$ cat src/rtl/multiplier_pipe_floating_point32_pkg.sv
// Shared FP32 field constants, result classes and the special-case priority
// helper for the pipelined single-precision multiplier.
package multiplier_pipe_floating_point32_pkg;

    localparam int unsigned EXP_BIAS = 127;
    localparam int unsigned EXP_MAX  = 255;
    localparam logic [31:0] QNAN     = 32'h7FC0_0000;
    localparam logic [31:0] POS_INF  = 32'h7F80_0000;

    typedef enum logic [1:0] {
        CLS_NORMAL = 2'd0,
        CLS_ZERO   = 2'd1,
        CLS_INF    = 2'd2,
        CLS_NAN    = 2'd3
    } result_class_e;

    // NaN (including 0 x inf) outranks infinity, which outranks zero.
    function automatic result_class_e classify_result(
        input logic zero_a, input logic inf_a, input logic nan_a,
        input logic zero_b, input logic inf_b, input logic nan_b
    );
        result_class_e cls;
        if (nan_a || nan_b || (zero_a && inf_b) || (inf_a && zero_b)) begin
            cls = CLS_NAN;
        end else if (inf_a || inf_b) begin
            cls = CLS_INF;
        end else if (zero_a || zero_b) begin
            cls = CLS_ZERO;
        end else begin
            cls = CLS_NORMAL;
        end
        return cls;
    endfunction

endpackage

$ cat src/rtl/multiplier_pipe_floating_point32_classify.sv
// Combinational FP32 operand classifier; denormals are reported as zero.
module fp32_operand_classify
    import multiplier_pipe_floating_point32_pkg::*;
(
    input  logic [30:0] mag_i,
    output logic        is_zero_o,
    output logic        is_inf_o,
    output logic        is_nan_o
);

    logic [7:0]  exp_s;
    logic [22:0] frac_s;

    assign exp_s     = mag_i[30:23];
    assign frac_s    = mag_i[22:0];
    assign is_zero_o = (exp_s == 8'd0);
    assign is_inf_o  = (exp_s == 8'(EXP_MAX)) && (frac_s == 23'd0);
    assign is_nan_o  = (exp_s == 8'(EXP_MAX)) && (frac_s != 23'd0);

endmodule

$ cat src/rtl/multiplier_pipe_floating_point32.sv
// Three-stage IEEE-754 single-precision multiplier: classify/unpack,
// mantissa multiply + exponent add, normalize/round/pack.
module multiplier_pipe_floating_point32
    import multiplier_pipe_floating_point32_pkg::*;
#(
    parameter int LATENCY = 3
) (
    input  logic        clk,
    input  logic        rst,
    input  logic        in_valid,
    input  logic [31:0] inA,
    input  logic [31:0] inB,
    output logic        out_valid,
    output logic [31:0] out,
    output logic        zero_flag,
    output logic        inf_flag,
    output logic        nan_flag,
    output logic        ovf_flag
);

    localparam logic signed [9:0] BIAS_S    = 10'(EXP_BIAS);
    localparam logic signed [9:0] EXP_MAX_S = 10'(EXP_MAX);

    logic [LATENCY-1:0] valid_q;
    logic [LATENCY-1:0] valid_d;

    logic zero_a_s, inf_a_s, nan_a_s;
    logic zero_b_s, inf_b_s, nan_b_s;

    logic          sign1_q;
    logic [7:0]    exp_a1_q, exp_b1_q;
    logic [23:0]   man_a1_q, man_b1_q;
    result_class_e cls1_q;

    logic                sign2_q;
    logic [47:0]         prod2_q;
    logic signed [9:0]   exp2_q;
    logic signed [9:0]   exp2_d;
    result_class_e       cls2_q;

    logic [31:0]       out_q, out_d;
    logic              zero_q, zero_d, inf_q, inf_d, nan_q, nan_d, ovf_q, ovf_d;
    logic [23:0]       mant_s;
    logic              guard_s, sticky_s, round_up_s;
    logic [24:0]       mant_rnd_s;
    logic signed [9:0] exp_norm_s, exp_fin_s;
    logic [22:0]       frac_s;

    fp32_operand_classify u_class_a (
        .mag_i     (inA[30:0]),
        .is_zero_o (zero_a_s),
        .is_inf_o  (inf_a_s),
        .is_nan_o  (nan_a_s)
    );

    fp32_operand_classify u_class_b (
        .mag_i     (inB[30:0]),
        .is_zero_o (zero_b_s),
        .is_inf_o  (inf_b_s),
        .is_nan_o  (nan_b_s)
    );

    assign valid_d = {valid_q[LATENCY-2:0], in_valid};

    // Valid shift chain; reset discards every in-flight operation.
    always_ff @(posedge clk or posedge rst) begin
        if (rst) begin
            valid_q <= '0;
        end else begin
            valid_q <= valid_d;
        end
    end

    // Stage 1: sign, operand class and unpacked fields with hidden bit.
    always_ff @(posedge clk) begin
        if (in_valid) begin
            sign1_q  <= inA[31] ^ inB[31];
            exp_a1_q <= inA[30:23];
            exp_b1_q <= inB[30:23];
            man_a1_q <= {1'b1, inA[22:0]};
            man_b1_q <= {1'b1, inB[22:0]};
            cls1_q   <= classify_result(zero_a_s, inf_a_s, nan_a_s,
                                        zero_b_s, inf_b_s, nan_b_s);
        end
    end

    assign exp2_d = $signed({2'b00, exp_a1_q}) + $signed({2'b00, exp_b1_q}) - BIAS_S;

    // Stage 2: full mantissa product and re-biased exponent sum.
    always_ff @(posedge clk) begin
        if (valid_q[0]) begin
            sign2_q <= sign1_q;
            prod2_q <= man_a1_q * man_b1_q;
            exp2_q  <= exp2_d;
            cls2_q  <= cls1_q;
        end
    end

    // Stage 3 datapath: normalize, round-to-nearest-even, range check, special override.
    always_comb begin
        out_d  = 32'h0000_0000;
        zero_d = 1'b0;
        inf_d  = 1'b0;
        nan_d  = 1'b0;
        ovf_d  = 1'b0;
        if (prod2_q[47]) begin
            mant_s     = prod2_q[47:24];
            guard_s    = prod2_q[23];
            sticky_s   = |prod2_q[22:0];
            exp_norm_s = exp2_q + 10'sd1;
        end else begin
            mant_s     = prod2_q[46:23];
            guard_s    = prod2_q[22];
            sticky_s   = |prod2_q[21:0];
            exp_norm_s = exp2_q;
        end
        round_up_s = guard_s & (sticky_s | mant_s[0]);
        mant_rnd_s = {1'b0, mant_s} + {24'd0, round_up_s};
        // A carry out of rounding leaves 1.000..., so the fraction is zero.
        if (mant_rnd_s[24]) begin
            exp_fin_s = exp_norm_s + 10'sd1;
            frac_s    = mant_rnd_s[23:1];
        end else begin
            exp_fin_s = exp_norm_s;
            frac_s    = mant_rnd_s[22:0];
        end
        case (cls2_q)
            CLS_NAN: begin
                out_d = QNAN;
                nan_d = 1'b1;
            end
            CLS_INF: begin
                out_d = {sign2_q, POS_INF[30:0]};
                inf_d = 1'b1;
            end
            CLS_ZERO: begin
                out_d  = {sign2_q, 31'd0};
                zero_d = 1'b1;
            end
            CLS_NORMAL: begin
                if (exp_fin_s >= EXP_MAX_S) begin
                    out_d = {sign2_q, POS_INF[30:0]};
                    inf_d = 1'b1;
                    ovf_d = 1'b1;
                end else if (exp_fin_s <= 10'sd0) begin
                    out_d  = {sign2_q, 31'd0};
                    zero_d = 1'b1;
                end else begin
                    out_d = {sign2_q, exp_fin_s[7:0], frac_s};
                end
            end
            default: begin
                out_d = QNAN;
                nan_d = 1'b1;
            end
        endcase
    end

    // Output register: loads on a stage-2 valid, otherwise holds the last result.
    always_ff @(posedge clk or posedge rst) begin
        if (rst) begin
            out_q  <= 32'h0000_0000;
            zero_q <= 1'b0;
            inf_q  <= 1'b0;
            nan_q  <= 1'b0;
            ovf_q  <= 1'b0;
        end else if (valid_q[LATENCY-2]) begin
            out_q  <= out_d;
            zero_q <= zero_d;
            inf_q  <= inf_d;
            nan_q  <= nan_d;
            ovf_q  <= ovf_d;
        end
    end

    assign out_valid = valid_q[LATENCY-1];
    assign out       = out_q;
    assign zero_flag = zero_q;
    assign inf_flag  = inf_q;
    assign nan_flag  = nan_q;
    assign ovf_flag  = ovf_q;

endmodule

$ cat config.mk
export PLATFORM = sky130hd
export DESIGN_NAME = multiplier_pipe_floating_point32
export DESIGN_NICKNAME = d
export VERILOG_FILES = /design/src/rtl/multiplier_pipe_floating_point32_pkg.sv /design/src/rtl/multiplier_pipe_floating_point32_classify.sv /design/src/rtl/multiplier_pipe_floating_point32.sv
export SDC_FILE = /design/constraint.sdc
export NUM_CORES = 2
export LEC_CHECK = 0
export ABC_AREA = 1
export BUFFER_PORTS_ARGS = -buffer_cell sky130_fd_sc_hd__buf_2
export CORE_ASPECT_RATIO = 0.5
export CORE_UTILIZATION = 50
export DETAILED_ROUTE_END_ITERATION = 8
export PLACE_DENSITY = 0.69
export SLEW_MARGIN = 15
export SYNTH_ARGS = -nofsm -noshare
export SYNTH_HDL_FRONTEND = slang
export SYNTH_HIERARCHICAL = 1
export SYNTH_SLANG_ARGS = --single-unit
$ cat constraint.sdc
create_clock -name clk -period 6.6 [get_ports clk]
set_input_delay 0.33 -clock clk [delete_from_list [all_inputs] [get_ports clk]]
set_output_delay 0.33 -clock clk [all_outputs]
set_load 0.01 [all_outputs]
Word level (Yosys, flattened, before mapping):

Cells that the tools add are included.

* multipliers: 1
* reductions and logical operators: 21
* add/subtract/negate cells: 5
* bitwise gates (word level): 3
* equal/unequal tests: 5
* multiplexer cells: 18
* order comparisons: 2

Operators with widths (number)
* $pmux 32 s4: 1
* $mux 31: 2
* $mul 24x24->48: 1
* $logic_not 23->1: 2
* $reduce_bool 23->1: 2
* $add 24x1->25: 1
* $mux 24: 1
* $mux 23: 1
* $reduce_or 23->1: 1
* $reduce_or 22->1: 1
* $add 10x2->10 const B: 2
* $mux 10: 2
* $eq 8x8->1 const B: 2
* $logic_not 8->1: 2
* $ge 10x9->1 const B: 1
* $le 10x1->1 const B: 1
* $sub 9x7->10 const B: 1
* $add 8x8->9: 1
* $mux 1: 9
* $logic_and 1x1->1: 6
* $logic_or 1x1->1: 5
* $eq 2x2->1 const B: 2
* $pmux 1 s2: 2
* $eq 2x1->1 const B: 1
* other kinds (5): 5

* register bits: 165

Depth between registers and ports, before layout:

* word-level depth: 10
* gate-level depth with buffers: 29
* depth with buffers taken out: 28

Modules after synthesis:

The synthesis kept the hierarchy.

By module, submodules not included
* multiplier_pipe_floating_point32: instances 1, sequential area each 4759.6 um^2, cells each 3302, area an instance 27157.3 um^2
* fp32_operand_classify: instances 2, sequential area each 0.0 um^2, cells each 35, area an instance 152.6 um^2

Worst setup path before layout:

OpenSTA, ideal clock, no wires.

* kind: reg2reg
* from: register man_a1_q[13]
* to: register prod2_q[29], data pin
* cell stages (with the launch flop): 27
* path buffers: 1
* path slack: 206 ps
* arrival time: 6129 ps
* setup time: 265 ps
* cells stage by stage: edfxtp_1 -> clkbuf_1 -> nand2_1 -> fa_1 -> inv_1 -> fa_1 -> inv_1 -> fa_1 -> inv_1 -> fa_1 -> inv_1 -> fa_1 -> inv_1 -> fa_1 -> inv_1 -> fa_1 -> inv_1 -> ha_1 -> a21oi_1 -> inv_1 -> a21oi_1 -> inv_1 -> a21oi_1 -> o21ai_0 -> a21boi_0 -> o21ai_0 -> xor2_1

* word-level cells in the longest chain between the ends: 1

RTL lines
* from (decl): line multiplier_pipe_floating_point32.sv:32 `logic [23:0] man_a1_q, man_b1_q;`
* from (signal assigned): line multiplier_pipe_floating_point32.sv:80 `man_a1_q <= {1'b1, inA[22:0]};`
* $mul 24x24->48: line multiplier_pipe_floating_point32.sv:93 `prod2_q <= man_a1_q * man_b1_q;`
* to (signal assigned): line multiplier_pipe_floating_point32.sv:93
* to (decl): line multiplier_pipe_floating_point32.sv:36 `logic [47:0] prod2_q;`

Every way passes these cells.
A chain may end at the register's enable or synchronous reset.

Worst setup path in the final report:

* from: register man_a1_q[21]
* to: register prod2_q[47], data pin

The elaborated chain is that of the path after synthesis.

==> qor.csv <==
metric;value;unit
Reg2Reg Setup Slack;70;ps
Mapped Cells;3372;
Chip Width;333.4;um
Async SR Flop Fraction;23.64;%
Synth area leaders;fa_1 35%, edfxtp_1 14%, inv_1 13%, nand2_1 12%, ha_1 8.7%;
period utilization;98.87;%
fin nets;4298;
number of buffers added on ports;103;
root buffer cell;clkbuf_16;
total grt overflow;0;
num ports;104;
largest fanout on the critical path;5;
drt wl/cell;17.10;um
Max Root-Sink Buffers;2;
Min-Delay Path Class;in2reg;
Yosys top cell by area;fa_1;
DP Cell Count;4209;
Final Hold Viols;0;
clock skew;25.18;ps
Slew HR;46.75;%
Initial Util;50.88;%
Mapped Nets;4113;
largest net degree at the start of global routing;57;
clock-pin slew on the worst setup and hold paths;80;ps
Fin Hold WS;45.52;ps
wire length of the first global-routing pass;116500;um
fraction of layout cells with a size suffix above 1;11.60;%
CTS sink count;165;
RePlAce Congestion;0.9316;
top_reg_cell synth;edfxtp_1;
vias post-DR;21710;
die outline height;167.7;um
Seq/Total Area, Yosys;17.33;%
Final Critical Period;6525;ps
status;complete, no violations;
max-slew violations;0;
RSZ-0062 raised after global routing;yes;
H-tree depth;4;
final setup violation count;0;
Antenna Nets Post-Route;0;
initial antenna violation count;0;
Core Region;53980;sq um
number of inserted diodes;0;
full die area;55920;sq um
worst path arrival time;6730;ps
DR DRC count;0;
Startpoint Class;register;
GRT Overall Usage;26.89;%
cts bufs inserted;17;
Clk Latency, worst-skew pair;470;ps
vias in the first global route;21760;
CTS tree;done;
Initial DRC Count;1977;
Ys Warns;6;
Area Growth Syn to Fin;12.52;%
maxcap violations;0;
synthesized cell area;27460;sq um
vias per std cell;5.070;
fill count;4790;
worst-margin pin slew;798.7;ps
Crit Path Class;reg2reg;
critical path required time;6800;ps
Post-synth EDFFs;126;
Cell variety after synth;49;
flops & latches, synth;165;
final WL;73250;um
site row count;60;
Achievable Freq;153.2;MHz
DRT Pass-1 Iters;5;
element type at the critical path end;register;
Synth top area share;35.21;%
Final Non-Filler Cells;4283;
hpwl dp;59670;um
Avg Cell Area, Syn;8.144;sq um
[cell usage after synthesis (22+ instances only)]
cell	number
edfxtp_1	126
dfrtp_1	39
xor2_1	46
inv_1	951
nor2_1	146
nand2_1	898
clkbuf_1	97
a21oi_1	81
o21ai_0	62
fa_1	483
ha_1	191
nand3_1	59
xnor2_1	22
[worst paths after layout]
check,startpoint,endpoint,depth (start not counted)
min reg2reg,cls1_q[0],cls2_q[0],0
max in group asynchronous,rst,valid_q[0],4
max reg2reg,man_a1_q[21],prod2_q[47],25
max,man_a1_q[21],prod2_q[47],25
min in group asynchronous,rst,out[5],4
min,inA[21],man_a1_q[21],1
[through the flow]
step / utilization [%] / area (sq um) / TNS, ps / worst slack (ps)
after floorplan: - / 27460 / 0 / 206.0
after global placement: 54.92 / 29640 / -524.1 / -224.8
after detailed placement: 54.92 / 29640 / -402.8 / -196.0
after CTS: 56.26 / 30370 / 0 / 16.61
after global routing: 57.25 / 30900 / -222.7 / -48.35
final: 57.25 / 30900 / 0 / 74.55
[logic make-up after synthesis]
| kind of cell | after synthesis | synth area share [%] |
|---|---|---|
| AOI/OAI and AO/OA | 206 | 4.146 |
| and+or+nand+nor | 1189 | 17.53 |
| adders and majority gates | 674 | 43.91 |
| DFF | 165 | 17.33 |
| xor gates and xnor gates | 68 | 2.169 |
| buffers and inverters | 1070 | 14.92 |
[state kept, by name, summed over array words and instances, names as in the netlist]
register and count:
prod2_q 48, zero_flag 1, cls2_q 2, man_b1_q 23, sign1_q 1, ovf_flag 1
man_a1_q 23, inf_flag 1, sign2_q 1, cls1_q 2, exp2_q 10, exp_a1_q 8
exp_b1_q 8, valid_q 3, nan_flag 1, out 32
[worst max-delay path: stages, from the launching register on]
cell and delay, ps:
edfxtp_1 450, buf_12 180, buf_12 130, buf_4 140, nand2_1 60, inv_1 50, fa_2 470, fa_1 510
inv_1 70, fa_1 400, fa_1 550, inv_1 60, fa_1 580, fa_1 460, fa_1 510, ha_1 340
a21oi_2 180, o21a_1 150, inv_1 60, a21oi_2 120, nor2_1 70, a211oi_2 260, nand3_2 160, nand3_2 100
nand2_1 60, xor2_1 140
[per-layer routing]
metal  vias up  routed length (um)  track usage (%)
met5         -                   0                0
met4         0                1254            5.530
met3        81                7769            7.435
met2       808               30310            39.11
met1     10650               33920            39.97
li1      10170                   -                -
[placed cells by master, fill, tap and decap left out, types with 8 or more instances in the layout]
master	count
clkbuf_16	19
nor4_1	8
xnor2_1	21
buf_2	102
a31oi_1	9
nand3_1	56
nand2_1	894
buf_4	144
fa_1	477
nand4_1	20
edfxtp_1	126
nor2_1	138
nor2_2	17
dfrtp_1	38
ha_1	180
buf_12	25
a21oi_2	14
inv_1	947
nand2_2	12
a21oi_1	66
nor3_1	15
o21ai_1	26
xor2_1	46
o21ai_0	54
[area by class of cell]
type                    instances  area (sq um)  area share (%)
clock inverters                15         141.4          0.4576
multi-input cells            2137         18870           61.07
well taps                     713         892.1           2.887
clock buffers                  17         425.4           1.377
flip-flops and latches        165          4761           15.41
repair buffers                280          2220           7.183
inverters                     956          3591           11.62
[timing repair]
action	4_1_cts	5_1_grt
pin swaps	1	18
cloned	0	2
hold buffers	1	0
gates resized for setup	3	85
hold endpoints to repair	39	0
buffers inserted	15	24
endpoints found under the setup margin	5	22
Power is left out: the tool's default activity adds up to more than one toggle a clock period on the data nets, which glitch-free logic cannot reach.
